<file path="src/rtl/mips_mc_pkg.sv">
// Shared encodings for the multicycle MIPS control unit: FSM states, opcodes,
// funct codes, ALU control codes and the internal Moore control bundle.
package mips_mc_pkg;

  localparam logic [3:0] S_FETCH   = 4'd0;
  localparam logic [3:0] S_DECODE  = 4'd1;
  localparam logic [3:0] S_MEMADR  = 4'd2;
  localparam logic [3:0] S_MEMRD   = 4'd3;
  localparam logic [3:0] S_MEMWB   = 4'd4;
  localparam logic [3:0] S_MEMWR   = 4'd5;
  localparam logic [3:0] S_RTYPEEX = 4'd6;
  localparam logic [3:0] S_RTYPEWB = 4'd7;
  localparam logic [3:0] S_BEQEX   = 4'd8;
  localparam logic [3:0] S_ADDIEX  = 4'd9;
  localparam logic [3:0] S_ADDIWB  = 4'd10;
  localparam logic [3:0] S_JEX     = 4'd11;
  localparam logic [3:0] S_HALT    = 4'd12;

  localparam logic [5:0] OP_RTYPE = 6'b000000;
  localparam logic [5:0] OP_LW    = 6'b100011;
  localparam logic [5:0] OP_SW    = 6'b101011;
  localparam logic [5:0] OP_BEQ   = 6'b000100;
  localparam logic [5:0] OP_ADDI  = 6'b001000;
  localparam logic [5:0] OP_J     = 6'b000010;

  localparam logic [5:0] FN_ADD = 6'b100000;
  localparam logic [5:0] FN_SUB = 6'b100010;
  localparam logic [5:0] FN_AND = 6'b100100;
  localparam logic [5:0] FN_OR  = 6'b100101;
  localparam logic [5:0] FN_SLT = 6'b101010;

  localparam logic [2:0] ALU_AND = 3'b000;
  localparam logic [2:0] ALU_OR  = 3'b001;
  localparam logic [2:0] ALU_ADD = 3'b010;
  localparam logic [2:0] ALU_SUB = 3'b110;
  localparam logic [2:0] ALU_SLT = 3'b111;

  localparam logic [1:0] ALUOP_ADD   = 2'b00;
  localparam logic [1:0] ALUOP_SUB   = 2'b01;
  localparam logic [1:0] ALUOP_FUNCT = 2'b10;
  localparam logic [1:0] ALUOP_RSVD  = 2'b11;

  // Moore outputs of one state, before reset gating and the branch term.
  typedef struct packed {
    logic       pcwrite;
    logic       branch;
    logic       iord;
    logic       memwrite;
    logic       irwrite;
    logic       regdst;
    logic       memtoreg;
    logic       regwrite;
    logic       alusrca;
    logic [1:0] alusrcb;
    logic [1:0] pcsrc;
    logic [1:0] aluop;
    logic       halted;
  } ctrl_t;

endpackage

</file>
<file path="src/rtl/mips_mc_aludec.sv">
// ALU control decode: maps the FSM's aluop class plus the R-type funct field
// onto the 3-bit ALU operation code.
module mips_mc_aludec
  import mips_mc_pkg::*;
(
  input  logic [1:0] aluop,
  input  logic [5:0] funct,
  output logic [2:0] alucontrol
);

  always_comb begin
    alucontrol = ALU_ADD;
    case (aluop)
      ALUOP_SUB: alucontrol = ALU_SUB;
      ALUOP_FUNCT: begin
        case (funct)
          FN_ADD:  alucontrol = ALU_ADD;
          FN_SUB:  alucontrol = ALU_SUB;
          FN_AND:  alucontrol = ALU_AND;
          FN_OR:   alucontrol = ALU_OR;
          FN_SLT:  alucontrol = ALU_SLT;
          default: alucontrol = ALU_ADD;
        endcase
      end
      default: alucontrol = ALU_ADD;
    endcase
  end

endmodule

</file>
<file path="src/rtl/mips_mc_controller.sv">
// Multicycle MIPS control unit: Moore FSM sequencing the shared datapath and
// unified memory, with combinational ALU decode and branch-qualified PC enable.
module mips_mc_controller
  import mips_mc_pkg::*;
#(
  parameter int TRAP_UNKNOWN = 0
) (
  input  logic       clk,
  input  logic       reset,
  input  logic [5:0] op,
  input  logic [5:0] funct,
  input  logic       zero,
  output logic       pcen,
  output logic       iord,
  output logic       memwrite,
  output logic       irwrite,
  output logic       regdst,
  output logic       memtoreg,
  output logic       regwrite,
  output logic       alusrca,
  output logic [1:0] alusrcb,
  output logic [1:0] pcsrc,
  output logic [2:0] alucontrol,
  output logic [3:0] state,
  output logic       halted
);

  logic [3:0] state_q;
  logic [3:0] state_d;
  ctrl_t      ctrl;

  always_ff @(posedge clk or posedge reset) begin
    if (reset) state_q <= S_FETCH;
    else       state_q <= state_d;
  end

  always_comb begin
    state_d = S_FETCH;
    case (state_q)
      S_FETCH: state_d = S_DECODE;
      S_DECODE: begin
        case (op)
          OP_LW, OP_SW: state_d = S_MEMADR;
          OP_RTYPE:     state_d = S_RTYPEEX;
          OP_BEQ:       state_d = S_BEQEX;
          OP_ADDI:      state_d = S_ADDIEX;
          OP_J:         state_d = S_JEX;
          default:      state_d = (TRAP_UNKNOWN != 0) ? S_HALT : S_FETCH;
        endcase
      end
      S_MEMADR: begin
        case (op)
          OP_LW:   state_d = S_MEMRD;
          OP_SW:   state_d = S_MEMWR;
          default: state_d = S_FETCH;
        endcase
      end
      S_MEMRD:   state_d = S_MEMWB;
      S_RTYPEEX: state_d = S_RTYPEWB;
      S_ADDIEX:  state_d = S_ADDIWB;
      S_HALT:    state_d = S_HALT;
      // Write-back/branch/jump states and the unused codes 13-15 all restart.
      default:   state_d = S_FETCH;
    endcase
  end

  always_comb begin
    ctrl = '0;
    case (state_q)
      S_FETCH: begin
        ctrl.irwrite = 1'b1;
        ctrl.pcwrite = 1'b1;
        ctrl.alusrcb = 2'b01;
      end
      S_DECODE: ctrl.alusrcb = 2'b11;
      S_MEMADR, S_ADDIEX: begin
        ctrl.alusrca = 1'b1;
        ctrl.alusrcb = 2'b10;
      end
      S_MEMRD: ctrl.iord = 1'b1;
      S_MEMWB: begin
        ctrl.memtoreg = 1'b1;
        ctrl.regwrite = 1'b1;
      end
      S_MEMWR: begin
        ctrl.iord     = 1'b1;
        ctrl.memwrite = 1'b1;
      end
      S_RTYPEEX: begin
        ctrl.alusrca = 1'b1;
        ctrl.aluop   = ALUOP_FUNCT;
      end
      S_RTYPEWB: begin
        ctrl.regdst   = 1'b1;
        ctrl.regwrite = 1'b1;
      end
      S_BEQEX: begin
        ctrl.alusrca = 1'b1;
        ctrl.aluop   = ALUOP_SUB;
        ctrl.pcsrc   = 2'b01;
        ctrl.branch  = 1'b1;
      end
      S_ADDIWB: ctrl.regwrite = 1'b1;
      S_JEX: begin
        ctrl.pcsrc   = 2'b10;
        ctrl.pcwrite = 1'b1;
      end
      S_HALT:  ctrl.halted = 1'b1;
      default: ctrl = '0;
    endcase
  end

  mips_mc_aludec u_aludec (
    .aluop      (ctrl.aluop),
    .funct      (funct),
    .alucontrol (alucontrol)
  );

  // Write enables are gated by reset directly so a memory write in flight
  // is cut combinationally, without waiting for a clock edge.
  assign pcen     = ~reset & (ctrl.pcwrite | (ctrl.branch & zero));
  assign irwrite  = ~reset & ctrl.irwrite;
  assign regwrite = ~reset & ctrl.regwrite;
  assign memwrite = ~reset & ctrl.memwrite;

  assign iord     = ctrl.iord;
  assign regdst   = ctrl.regdst;
  assign memtoreg = ctrl.memtoreg;
  assign alusrca  = ctrl.alusrca;
  assign alusrcb  = ctrl.alusrcb;
  assign pcsrc    = ctrl.pcsrc;
  assign halted   = ctrl.halted;
  assign state    = state_q;

endmodule

</file>
<file path="config.mk">
export PLATFORM = sky130hd
export DESIGN_NAME = mips_mc_controller
export DESIGN_NICKNAME = d
export VERILOG_FILES = /design/src/rtl/mips_mc_pkg.sv /design/src/rtl/mips_mc_aludec.sv /design/src/rtl/mips_mc_controller.sv
export SDC_FILE = /design/constraint.sdc
export NUM_CORES = 1
export LEC_CHECK = 0
export ABC_AREA = 1
export CORE_MARGIN = 5
export CORE_UTILIZATION = 35
export CTS_CLUSTER_DIAMETER = 100
export DETAILED_ROUTE_END_ITERATION = 12
export PLACE_DENSITY = 0.74
export SLEW_MARGIN = 20
export SYNTH_ARGS = -nofsm -noshare
export SYNTH_HDL_FRONTEND = slang
export SYNTH_HIERARCHICAL = 1
export SYNTH_SLANG_ARGS = --single-unit
</file>
<file path="constraint.sdc">
create_clock -name clk -period 2.2 [get_ports clk]
set_input_delay 0.33 -clock clk [delete_from_list [all_inputs] [get_ports clk]]
set_output_delay 0.33 -clock clk [all_outputs]
set_load 0.1 [all_outputs]
</file>
Yosys cells after proc, flatten, opt, wreduce, memory -nomap -nowiden
Cells that the tools add are included.
Word-level totals
  register bits after elaboration: 4
  input bits: 15
Operators by class
  muxes and demuxes: 18
  reductions and logical operators: 8
  bitwise logic cells: 7
  eq/ne operators: 23
Operator list (count)
  equality test 6 bit (second input constant): 6
  one-hot mux 4 bit (7 select lines): 1
  equality test 4 bit (second input constant): 5
  one-hot mux 4 bit (5 select lines): 1
  equality test 4 x 3 -> 1 bit (second input constant): 4
  one-hot mux 3 bit (2 select lines): 2
  one-hot mux 3 bit (4 select lines): 1
  2-to-1 mux 1 bit: 10
  equality test 4 x 2 -> 1 bit (second input constant): 2
  one-hot mux 2 bit (2 select lines): 2
  OR reduction 2 bit: 4
  equality test 6 x 2 -> 1 bit (second input constant): 1
  equality test 6 x 3 -> 1 bit (second input constant): 1
  equality test 6 x 4 -> 1 bit (second input constant): 1
  zero test 6 bit: 1
  one-hot mux 2 bit (3 select lines): 1
  AND 1 bit: 5
  equality test 4 x 1 -> 1 bit (second input constant): 1
  zero test 4 bit: 1
  OR reduction 4 bit: 1
  OR reduction 3 bit: 1
  equality test 2 x 1 -> 1 bit (second input constant): 1
  equality test 2 bit (second input constant): 1
  NOT 1 bit: 1
  bitwise OR 1 bit: 1

Logic depth before layout (Yosys ltp)
  depth after elaboration: 5
  depth in mapped cells: 12
  depth with buffers taken out: 12

By module
Netlist, hierarchy kept.
By module, submodules not included
  mips_mc_controller: seq. area each 100.1 µm², instances 1, area each 545.5 µm², cells each 104
  mips_mc_aludec: seq. area each 0.0 µm², instances 1, area each 173.9 µm², cells each 37

Least setup slack after synthesis
Ideal clock, no wire load.
  kind: register -> output
  start: reg state_q[3], in the netlist state[3]
  end: out alucontrol[0]
  arrival time: 3429 ps
  slack: -1559 ps
  stages on the path, launching flop included: 9
  data required time: 1870 ps
  path buffers: 0
  cells stage by stage: dfrtp_1 > inv_2 > nor2_4 > nand2_2 > inv_1 > inv_1 > ha_1 > or2_1 > a21oi_1
RTL lines
  start: declaration: line mips_mc_controller.sv:28  | logic [3:0] state_q;
  start signal: assignment: line mips_mc_controller.sv:34  | else state_q <= state_d;
  end: declaration: line mips_mc_controller.sv:23  | output logic [2:0] alucontrol,

==> qor.yml <==
floorplan:
  fp.dieArea_um2: 3060
  die_h_um: 55.3
  die_x_um: 55.3
  rows: 16
  ios: 35
  core_area_um2: 1960
  initial_core_util: 0.367
detailed_routing:
  drtIter0Drc: 34
  drt_pre_antenna_iters: 4
  drc: 0
  vias_per_cell: 4.67
  vias: 1000
  finalWirelength_um: 2580
  wire_per_inst_um: 12.0
  drt.antenna.violating_nets: 0
clocking:
  clk_pin_slew_ns: 0.04
  clk_path_buf_depth: 2
  cts_tree: "yes"
  holdBufCountCts: 0
  cts-root-buf: "clkbuf_4"
  clk_latency_ns: 0.24
  htreeDepth: 1
  clkSinkCount: 4
  cts_buffers: 3
timing:
  hold_viol: 0
  skew_ns: 0.00278
  setup_ws_ns: 0.00474
  fmax_mhz: 456
  min_period_ns: 2.20
  drv_slew: 0
  fin_crit_sh: 0.998
  finalSetupViolCount: 0
  tightest_slew_ns: 0.448
  max_slew_margin: 0.698
  whs_ns: 0.502
placed_design:
  post_dp_cell_area_um2: 1300
  place_ws_ns: 0.179
  io_buffers: 34
  dp_hpwl_um: 1970
  place_congestion: 0.921
critical_path:
  worst-path-max-fanout: 5
  cp.required_ns: 1.87
  start_kind: "flop"
  r2r_slack_ns: 0.85
  cp-end-kind: "primary output"
  worst-path-buf-inv: 6
  arrival_ns: 1.87
  cp_cell_sequence: "inv_4 -> nand2_2 -> inv_2 -> nand2_4 -> inv_4 -> inv_1 -> ha_1 -> inv_1 -> nand2_1 -> nor2_1 -> nand2_2 -> buf_12"
  crit_path_start: "state[0]"
  worstSetupPathType: "reg2out"
  critPathSlowestCell: "dfrtp_4"
  critical_path.top_delay_family: "buffers and inverters"
  slowest_delay_ns: 0.51
  r2r-start: "state[1]"
finish:
  largest_reg_flops: 4
  antenna_cells: 0
  seq_area_um2: 115
  stdcell_area_um2: 1430
  drive_above_1_share: 0.390
  finalNetCount: 206
  syn2layout_area_growth_pct: 98.6
  fill_cells: 151
  multi_input_area_um2: 534
global_route:
  grt_max_degree: 6
  grt_use_met2: 0.280
  grtUsageMet3: 0.0396
  overflow: 0
  antenna_found_initial: 0
  grt_pass1_vias: 871
  grt.busiest_layer: "met2"
  met1_usage: 0.154
  grt_usage: 0.148
  grt_pass1_wl_um: 3800
synth:
  synth.most_common_cell: "nand2_1"
  synth_cell_type_count: 17
  synth_area_um2: 719
  syn_nets: 158
  yosysWarnings: 6
  yosysSeqAreaShare: 0.139
  synth_edf_count: 0
  syn-mean-instance-area_um2: 5.10
  synth_common_cells: "nand2_1 (37), inv_1 (29), nor2_1 (29)"
  yosysTopAreaCell: "nand2_1"
  synth_seq_cells: 4
  synth_top_area_frac: 0.193
  synthCells: 141
  netlist_top_cells_area: "nand2_1 (19%), inv_1 (15%), nor2_1 (15%), dfrtp_1 (14%), nand3_1 (9.0%)"
  async_flop_share: 1.00
  ys.flop_type: "dfrtp_1"
pwr:
  p_sw_frac: 0.609
  leakagePower_nw: 0.763
  p_switching_mw: 0.755
  peakVddDrop_mv: 0.859
  power_mw: 1.24
  internal-power_mw: 0.485
  seq_power_share: 0.109
  p_clk_frac: 0.075
  powerDensity_nw_per_um2: 868
  p_comb_frac: 0.816
job:
  maxCapViolCount: 0
worst_hold_path:
  hold_path.class: "in2async"
run_status:
  status: "finished, final reports clean"
metal layers:
layer	up-vias	routed length, um	share of wire
li1	506	-	-
met1	454	1040	0.40
met2	36	1350	0.52
met3	4	163	0.063
met4	0	27	0.010
met5	-	0	0
cells by family (layout without fill, tap and decap cells):
kind of cell,after synthesis,after routing,share of synthesized area
simple gates,93,93,0.579
buf+inv,38,84,0.219
compound gates,4,4,0.0278
flops,4,4,0.139
fa+ha+maj,2,2,0.0348
final timing paths:
check,to,depth (start not counted)
setup / recovery,alucontrol[1],12
hold / removal,state[2],2
setup reg to reg,state[0],8
hold reg to reg,state[2],5
max in group asynchronous,state[3],2
min in group clk,state[2],5
per-stage QoR:
step	utilization	instances	TNS, ns
after detailed placement	0.662	198	0
after CTS	0.700	208	0
after global routing	0.728	214	-0.0570
after floorplan	-	141	-0.187
after global placement	0.662	198	0
final	0.728	214	0
layout make-up:
class	count	share of cell area
multi-input combinational	99	0.374
sequential	4	0.0806
inverter	34	0.0946
timing repair buffer	47	0.412
tap	27	0.0236
clock buffer	3	0.0158
cell usage in the layout, fill, tap and decap left out, drive strengths merged:
cell type,instances
nand3,13
inv,34
dfrtp,4
o21ai,2
ha,2
or2,1
clkbuf,3
nand3b,1
nand4,1
nor2,38
clkdlybuf4s50,14
buf,33
a21oi,2
nand2,39
power groups by stage:
stage,clock (mW),sequential [mW],combinational (mW)
4_1_cts,0.0924,0.130,0.987
6_report,0.0933,0.135,1.01
5_1_grt,0.0963,0.139,1.06
3_5_place_dp,0,0.134,0.948
2_1_floorplan,0,0.246,0.555
3_3_place_gp,0,0.133,0.938
repair_timing:
item,4_1_cts,5_1_grt
setup endpoints to repair,2,3
setup buffers,7,6
gates resized for setup,1,4
gates cloned,0,0
pin swaps,3,7
Power figures use the tool's default switching activity.
